## src/rtl/fr_input_fifo.sv

```systemverilog
// -----------------------------------------------------------------------------
// fr_input_fifo
//   Sample input FIFO with a registered output stage and frame marking.
//   Samples written with `start` are buffered in a DEPTH-entry circular store,
//   then moved one at a time into an output register (x/done/last) that is
//   drained by a ready/valid style consumer handshake (done/out_ready).
//   A frame counter tags every FRAME_LEN-th sample loaded into the output
//   register with `last`.
//
// Parameters
//   DATA_W     sample width in bits
//   DEPTH      storage entries (power of two, >= 2)
//   FRAME_LEN  samples per frame (>= 2)
//
// Ports
//   clk        single clock, rising edge
//   rst        asynchronous active-low reset (deassertion synchronised here)
//   flush      synchronous clear of buffered data, frame position and flags
//   start      write strobe, idata offered this cycle
//   idata      signed input sample
//   in_ready   storage not full (== !full)
//   x          registered output sample
//   done       x holds a valid sample
//   out_ready  consumer accepts x this cycle
//   last       x is the final sample of a frame
//   full       storage level == DEPTH
//   empty      storage level == 0 (output register not counted)
//   level      entries currently in storage
//   overflow   sticky: a write was dropped because storage was full
// -----------------------------------------------------------------------------
module fr_input_fifo #(
  parameter int unsigned DATA_W    = 16,
  parameter int unsigned DEPTH     = 8,
  parameter int unsigned FRAME_LEN = 256
) (
  input  logic                     clk,
  input  logic                     rst,
  input  logic                     flush,
  input  logic                     start,
  input  logic [DATA_W-1:0]        idata,
  output logic                     in_ready,
  output logic [DATA_W-1:0]        x,
  output logic                     done,
  input  logic                     out_ready,
  output logic                     last,
  output logic                     full,
  output logic                     empty,
  output logic [$clog2(DEPTH):0]   level,
  output logic                     overflow
);

  localparam int unsigned AW = $clog2(DEPTH);
  localparam int unsigned FW = (FRAME_LEN > 2) ? $clog2(FRAME_LEN) : 1;

  localparam logic [AW:0]   LVL_FULL = (AW+1)'(DEPTH);
  localparam logic [AW:0]   LVL_ONE  = (AW+1)'(1);
  localparam logic [AW-1:0] PTR_ONE  = AW'(1);
  localparam logic [FW-1:0] FC_MAX   = FW'(FRAME_LEN - 1);
  localparam logic [FW-1:0] FC_ONE   = FW'(1);

  // ---------------------------------------------------------------------------
  // Reset synchroniser: assertion propagates immediately, release is delayed
  // by two edges so the first active edge after reset is clean.
  // ---------------------------------------------------------------------------
  logic [1:0] rst_sync_q;
  logic       rst_n_int;

  always_ff @(posedge clk or negedge rst) begin
    if (!rst) begin
      rst_sync_q <= '0;
    end else begin
      rst_sync_q <= {rst_sync_q[0], 1'b1};
    end
  end

  assign rst_n_int = rst_sync_q[1];

  // ---------------------------------------------------------------------------
  // State
  // ---------------------------------------------------------------------------
  logic [DATA_W-1:0] mem_q [DEPTH];

  logic [AW-1:0]     wptr_q,  wptr_d;
  logic [AW-1:0]     rptr_q,  rptr_d;
  logic [AW:0]       level_q, level_d;
  logic [FW-1:0]     fcnt_q,  fcnt_d;
  logic [DATA_W-1:0] x_q,     x_d;
  logic              done_q,  done_d;
  logic              last_q,  last_d;
  logic              ovf_q,   ovf_d;

  // ---------------------------------------------------------------------------
  // Handshake decode
  // ---------------------------------------------------------------------------
  logic full_w;
  logic empty_w;
  logic wr_acc;
  logic xfer;
  logic load;

  assign full_w  = (level_q == LVL_FULL);
  assign empty_w = (level_q == '0);

  // flush wins over both the write and the read side.
  assign wr_acc = start && !full_w && !flush;
  assign xfer   = done_q && out_ready;
  // The output register refills when it is free or being emptied this edge.
  // Only stored entries are eligible, so a write into empty storage always
  // takes one extra edge to reach x.
  assign load   = !empty_w && (!done_q || out_ready) && !flush;

  // ---------------------------------------------------------------------------
  // Storage array: no reset needed, contents are qualified by level.
  // ---------------------------------------------------------------------------
  always_ff @(posedge clk) begin
    if (wr_acc) begin
      mem_q[wptr_q] <= idata;
    end
  end

  // ---------------------------------------------------------------------------
  // Next-state logic
  // ---------------------------------------------------------------------------
  always_comb begin
    wptr_d  = wptr_q;
    rptr_d  = rptr_q;
    level_d = level_q;
    fcnt_d  = fcnt_q;
    x_d     = x_q;
    done_d  = done_q;
    last_d  = last_q;
    ovf_d   = ovf_q;

    if (flush) begin
      // x deliberately keeps its value; only the qualifiers are cleared.
      wptr_d  = '0;
      rptr_d  = '0;
      level_d = '0;
      fcnt_d  = '0;
      done_d  = 1'b0;
      last_d  = 1'b0;
      ovf_d   = 1'b0;
    end else begin
      if (wr_acc) begin
        wptr_d = wptr_q + PTR_ONE;
      end

      if (start && full_w) begin
        ovf_d = 1'b1;
      end

      if (load) begin
        rptr_d = rptr_q + PTR_ONE;
        x_d    = mem_q[rptr_q];
        done_d = 1'b1;
        last_d = (fcnt_q == FC_MAX);
        fcnt_d = (fcnt_q == FC_MAX) ? '0 : fcnt_q + FC_ONE;
      end else if (xfer) begin
        // Transfer with nothing to refill: x and last hold, done drops.
        done_d = 1'b0;
      end

      unique case ({wr_acc, load})
        2'b10:   level_d = level_q + LVL_ONE;
        2'b01:   level_d = level_q - LVL_ONE;
        default: level_d = level_q;
      endcase
    end
  end

  // ---------------------------------------------------------------------------
  // Registers
  // ---------------------------------------------------------------------------
  always_ff @(posedge clk or negedge rst_n_int) begin
    if (!rst_n_int) begin
      wptr_q  <= '0;
      rptr_q  <= '0;
      level_q <= '0;
      fcnt_q  <= '0;
      x_q     <= '0;
      done_q  <= 1'b0;
      last_q  <= 1'b0;
      ovf_q   <= 1'b0;
    end else begin
      wptr_q  <= wptr_d;
      rptr_q  <= rptr_d;
      level_q <= level_d;
      fcnt_q  <= fcnt_d;
      x_q     <= x_d;
      done_q  <= done_d;
      last_q  <= last_d;
      ovf_q   <= ovf_d;
    end
  end

  // ---------------------------------------------------------------------------
  // Outputs
  // ---------------------------------------------------------------------------
  assign full     = full_w;
  assign empty    = empty_w;
  assign in_ready = !full_w;
  assign level    = level_q;
  assign x        = x_q;
  assign done     = done_q;
  assign last     = last_q;
  assign overflow = ovf_q;

endmodule
```

## config.mk

```make
export PLATFORM = sky130hd
export DESIGN_NAME = fr_input_fifo
export DESIGN_NICKNAME = d
export VERILOG_FILES = /design/src/rtl/fr_input_fifo.sv
export SDC_FILE = /design/constraint.sdc
export NUM_CORES = 1
export LEC_CHECK = 0
export CAP_MARGIN = 5
export CORE_ASPECT_RATIO = 1.5
export CORE_MARGIN = 5
export CORE_UTILIZATION = 40
export CTS_CLUSTER_SIZE = 20
export DETAILED_ROUTE_END_ITERATION = 12
export SLEW_MARGIN = 30
export SYNTH_ARGS = -nofsm -noshare
export SYNTH_HDL_FRONTEND = slang
export SYNTH_SLANG_ARGS = --single-unit
export TNS_END_PERCENT = 30
```

## constraint.sdc

```tcl
create_clock -name clk -period 2.66 [get_ports clk]
set_input_delay 0.532 -clock clk [delete_from_list [all_inputs] [get_ports clk]]
set_output_delay 0.532 -clock clk [all_outputs]
set_load 0.01 [all_outputs]
```

# == Word level (Yosys, flattened, before mapping) ==
# Memory sizes are Yosys's and may differ from the RTL's. A register that Yosys moved wholly into a read port is not among the register bits.
# Index checks and enable logic that the tools add are counted.
# classes
addsub,5
n_eq_ne,4
n_mux,18
bitwise_logic,1
reduce_logical,19
# ops
cell,count
two-way mux 8 bit,3
two-way mux 3 bit,4
two-way mux 1 bit,9
adder 8 x 1 -> 8 bit (second input constant),1
== test 8 bit (second input constant),1
one-hot mux 4 bit (2 select lines),1
adder 3 x 1 -> 3 bit (second input constant),2
logical AND 1 bit,6
nonzero test 2 bit,3
nonzero test 3 bit,2
zero test 1 bit,5
adder 4 x 1 -> 4 bit (second input constant),1
== test 4 bit (second input constant),1
zero test 4 bit,1
two-way mux 4 bit,1
subtractor 4 x 1 -> 4 bit (second input constant),1
== test 2 x 1 -> 1 bit (second input constant),1
== test 2 bit (second input constant),1
AND reduction 2 bit,1
logical OR 1 bit,1
inverter 1 bit,1
# word_totals
ff_bits,23
mem_bits_rw,128
input_bits,21
out_inout_bits,26
memories,1
# mem_list
name,words,width,rd,rd_ports_with_merged_regs,write_ports,line_no,rtl
mem_q,8,16,1,1,1,81,logic [DATA_W-1:0] mem_q [DEPTH];

# == Longest topological paths before layout ==
# depth
word_depth,7
ltp_mapped,10

# == Least setup slack after synthesis ==
# Ideal clock, no wire load.
# synth_timing
kind,flip-flop to flip-flop
from,"reg level_q[0], in the netlist level[0]"
to,"mem mem_q[0][0], enable pin"
setup_ns,0.409
arrival_time_ns,2.368
path_slack_ns,-0.117
path_stages_with_launch,7
n_path_buf,1
synth_period_minus_slack_ns,2.777
path_cell_list,dfrtp_1 -> or4b_1 -> buf_4 -> clkinv_2 -> nor3_1 -> nand2b_1 -> nor3_1
# synth_between
elab_chain_len,6
# synth_lines
element,line_no,rtl
start: declaration,85,"logic [AW:0] level_q, level_d;"
start signal: assignment,187,level_q <= level_d;
== test 4 bit,101,assign full_w = (level_q == LVL_FULL);
zero test 1 bit,--,
named net in_ready,41,"output logic in_ready,"
logical AND 1 bit (2 in series),105,assign wr_acc = start && !full_w && !flush;
two-way mux 1 bit,116,if (wr_acc) begin
two-way mux 1 bit (not written as such),117,mem_q[wptr_q] <= idata;
end: declaration,81,
# The timed path passes the listed nets, and every way through them passes these cells.

# == Worst setup path after layout ==
# layout_timing
from,"reg level_q[2], in the netlist level[2]"
to,out in_ready
# layout_between
elab_chain_len,2
# layout_lines
element,line_no,rtl
== test 4 bit,101,
zero test 1 bit,201,assign in_ready = !full_w;
end: declaration,41,
# Every way passes these cells.

==> impl_metrics.ini <==
[synth]
synth_compound_gate_area_share_pct = 3.80
ys_async_sr_fraction_pct = 23.4
syn_area_sq_mm = 0.00664
syn_avg_cell_area_sq_um = 17.7
synth-simple-area-share_pct = 6.08
synth_top_area_cell = edfxtp_1
synth-seq-cells = 167
ys.flop_type = edfxtp_1
synthTopCellsByArea = edfxtp_1, dfrtp_1, mux4_2
synthMuxAreaShare_pct = 13.4
synth_edf_count = 128
yosys_warnings = 0
synth_fp_nets = 402
yosysSeqAreaShare_pct = 72.6
syn_inst = 375
synth_cell_types = 44
synth_top_family_by_area = multiplexers
yosys.area.top_type_share_pct = 57.9
yosys.area_share.adder_pct = 1.24
synth_xor_area_share_pct = 1.19

[routing]
wl_per_cell_microns = 19.1
top_layer = met4
viasPerCell = 5.17
drt_iter0_drc = 220
vias = 3450
wirelength_mm = 12.8
route.met3.wl_microns = 530
drtPass1Iterations = 4
met1Wirelength_mm = 5.50
route.met2.wl_mm = 6.62
ant_nets = 0
drc_errors = 0

[clock_tree]
cts.clk_slew.worst_paths_ns = 0.07
clock_latency_ns = 0.41
cts_tree = yes
clk_root_buffer_cell = clkbuf_16
cts_buffer_depth = 2
cts_buffers = 17
clkSinkCount = 167
h-tree-depth = 4
holdBufCountCts = 0

[sta]
rsz0062_at_grt = no
slew_viol_final = 0
relSlewSlack_pct = 63.1
fmax_ghz = 0.392
fin_crit_sh_pct = 95.9
setup_tns_ns = 0
min_period_ns = 2.55
hold_violations = 0
final-setup-viol-count = 0
finalClockSkew_ns = 0.00995
worstMarginPinSlew_ns = 0.554

[floorplanning]
die_w_microns = 115
start_util_pct = 40.9
die_h_microns = 168
core_area_sq_mm = 0.0163
rows = 57
dieArea_sq_mm = 0.0193
io_pins = 47

[worst_setup_path]
reg2reg_from = level[1]
critPathRequiredTime_ns = 2.13
worst-setup-path-type = reg2out
crit_fanout = 6
cpPeakStageDelay_ns = 0.51
crit_start = level[2]
path_cells = or4b_1 -> buf_4 -> clkdlybuf4s50_1
worst_setup_path_start_kind = register
critPathCaptureType = output pin
slowest_stage = or4b_1
cp_data_arrival_time_ns = 2.02

[finish]
areaGrowthSynthToFinish_pct = 21.8
utilization_pct = 49.8
nets = 475
drive_gt1_share_pct = 22.6
design_area_sq_mm = 0.00809
antenna_cells = 0

[power]
p_sw_mw = 2.19
powerDensity_mw_per_mm2 = 928
p_int_mw = 5.32
seq_power_share_pct = 43.1
p_leak_nw = 2.74
ir_worst_vdd_mv = 0.526
p_clk_share_pct = 30.0
power_frac_comb_pct = 26.9
swShare_pct = 29.1

[global_route]
grt_pass1_vias = 3711
grt_max_degree = 38
grt.overflow.total = 0
grt_pass1_wl_mm = 20.3
gr-usage-all-layers_pct = 13.9
grt_antenna_before_repair = 0

[status]
outcome = complete, no violations

[worst_hold_path]
hold_class = in2async

[placed_design]
place_area_sq_mm = 0.00754
gp_congestion = 0.803
dp_hpwl_mm = 7.87
io_buffers = 46

[job]
cap_violations = 0
## synthesized netlist by cell type, drive strengths merged, types with 2 or more instances
master,number
or2,2
a311oi,2
dfrtp,39
nand2b,5
clkbuf,10
ha,5
nor2,33
xor2,5
nand3,8
xnor2,4
or4,2
o21ai,2
mux2i,17
edfxtp,128
clkinv,2
a21oi,28
a211oi,2
o211ai,3
mux4,32
nor3,8
nand2,15
buf,8
## power groups by stage
stage          Sequential (mW)  Combinational [mW]  Clock, mW
2_1_floorplan             3.31                1.24          0
3_5_place_dp              3.30                2.05          0
3_3_place_gp              3.29                2.03          0
6_report                  3.24                2.02       2.25
4_1_cts                   3.24                2.06       2.30
5_1_grt                   3.27                2.19       2.43
## placed cells by master, fill, tap and decap left out, drive strengths merged, types with 2 or more instances in the layout
cell type and instances:
a211oi 2, a21oi 28, a311oi 2, buf 26, clkbuf 18, clkdlybuf4s50 45, clkinv 7, clkinvlp 3
dfrtp 39, edfxtp 128, ha 5, inv 7, mux2i 17, mux4 32, nand2 15, nand2b 5
nand3 8, nor2 33, nor3 8, o211ai 3, o21ai 2, or2 2, or4 2, xnor2 4
xor2 5
## per-stage QoR
stage                     hold WS, ns  power [mW]  cells  worst slack [ns]
after floorplan                 0.236        4.56    375            -0.115
after global placement          0.338        5.31    635            0.0488
after detailed placement        0.341        5.34    635          -0.00402
after CTS                       0.262        7.60    667            0.0938
after global routing            0.266        7.90    667            0.0201
final                           0.271        7.51    667             0.109
## layout make-up
| class | instances | area [sq um] |
|---|---|---|
| timing repair buffer | 72 | 704 |
| clock inverter | 14 | 116 |
| inverter | 3 | 25.0 |
| fill | 1367 | 8170 |
| clock buffer | 18 | 429 |
| multi-input combinational | 187 | 1730 |
| sequential | 167 | 4820 |
| tap | 206 | 258 |
## layer usage
layer	global-route usage (%)	vias up
met5	0	-
met2	23.3	71
met3	3.70	7
met1	18.1	1765
li1	-	1607
met4	3.22	0
## cells by family (layout without fill, tap and decap cells)
kind of cell,after synthesis,count (layout)
AO/OA/AOI/OAI,40,40
XOR/XNOR,9,9
adder cells (fa/ha/maj),6,6
buffers and inverters,21,107
flip-flops,167,167
multiplexers,49,49
other,1,1
AND/OR/NAND/NOR,82,82
## worst max-delay path, delay by kind of cell (launching register included)
family	cells	cell delay (ns)
buf+inv	2	0.67
simple gates	1	0.51
flops	1	0.43
## registers in the layout, summed over array words and instances (netlist names)
register    cells
mem_q         128
x              16
fcnt_q          8
level           4
rptr_q          3
wptr_q          3
rst_sync_q      2
done            1
last            1
overflow        1
## path summary, 6_finish.rpt
path	to	slack, ns	cells after the start
worst max register to register	level[3]	0.19	9
worst max-delay path	in_ready	0.11	3
max in group asynchronous	rptr_q[0]	1.94	0
min in group clk	rst_sync_q[1]	0.35	0
worst min register to register	fcnt_q[5]	0.32	0
worst min-delay path	rst_sync_q[1]	0.27	1
## timing repair
item / CTS / global route
gates resized for setup: 1 / 1
hold endpoints to repair: 0 / 0
setup endpoints to repair: 1 / 1
setup buffers: 0 / 0
(Power assumes the default switching activity.)
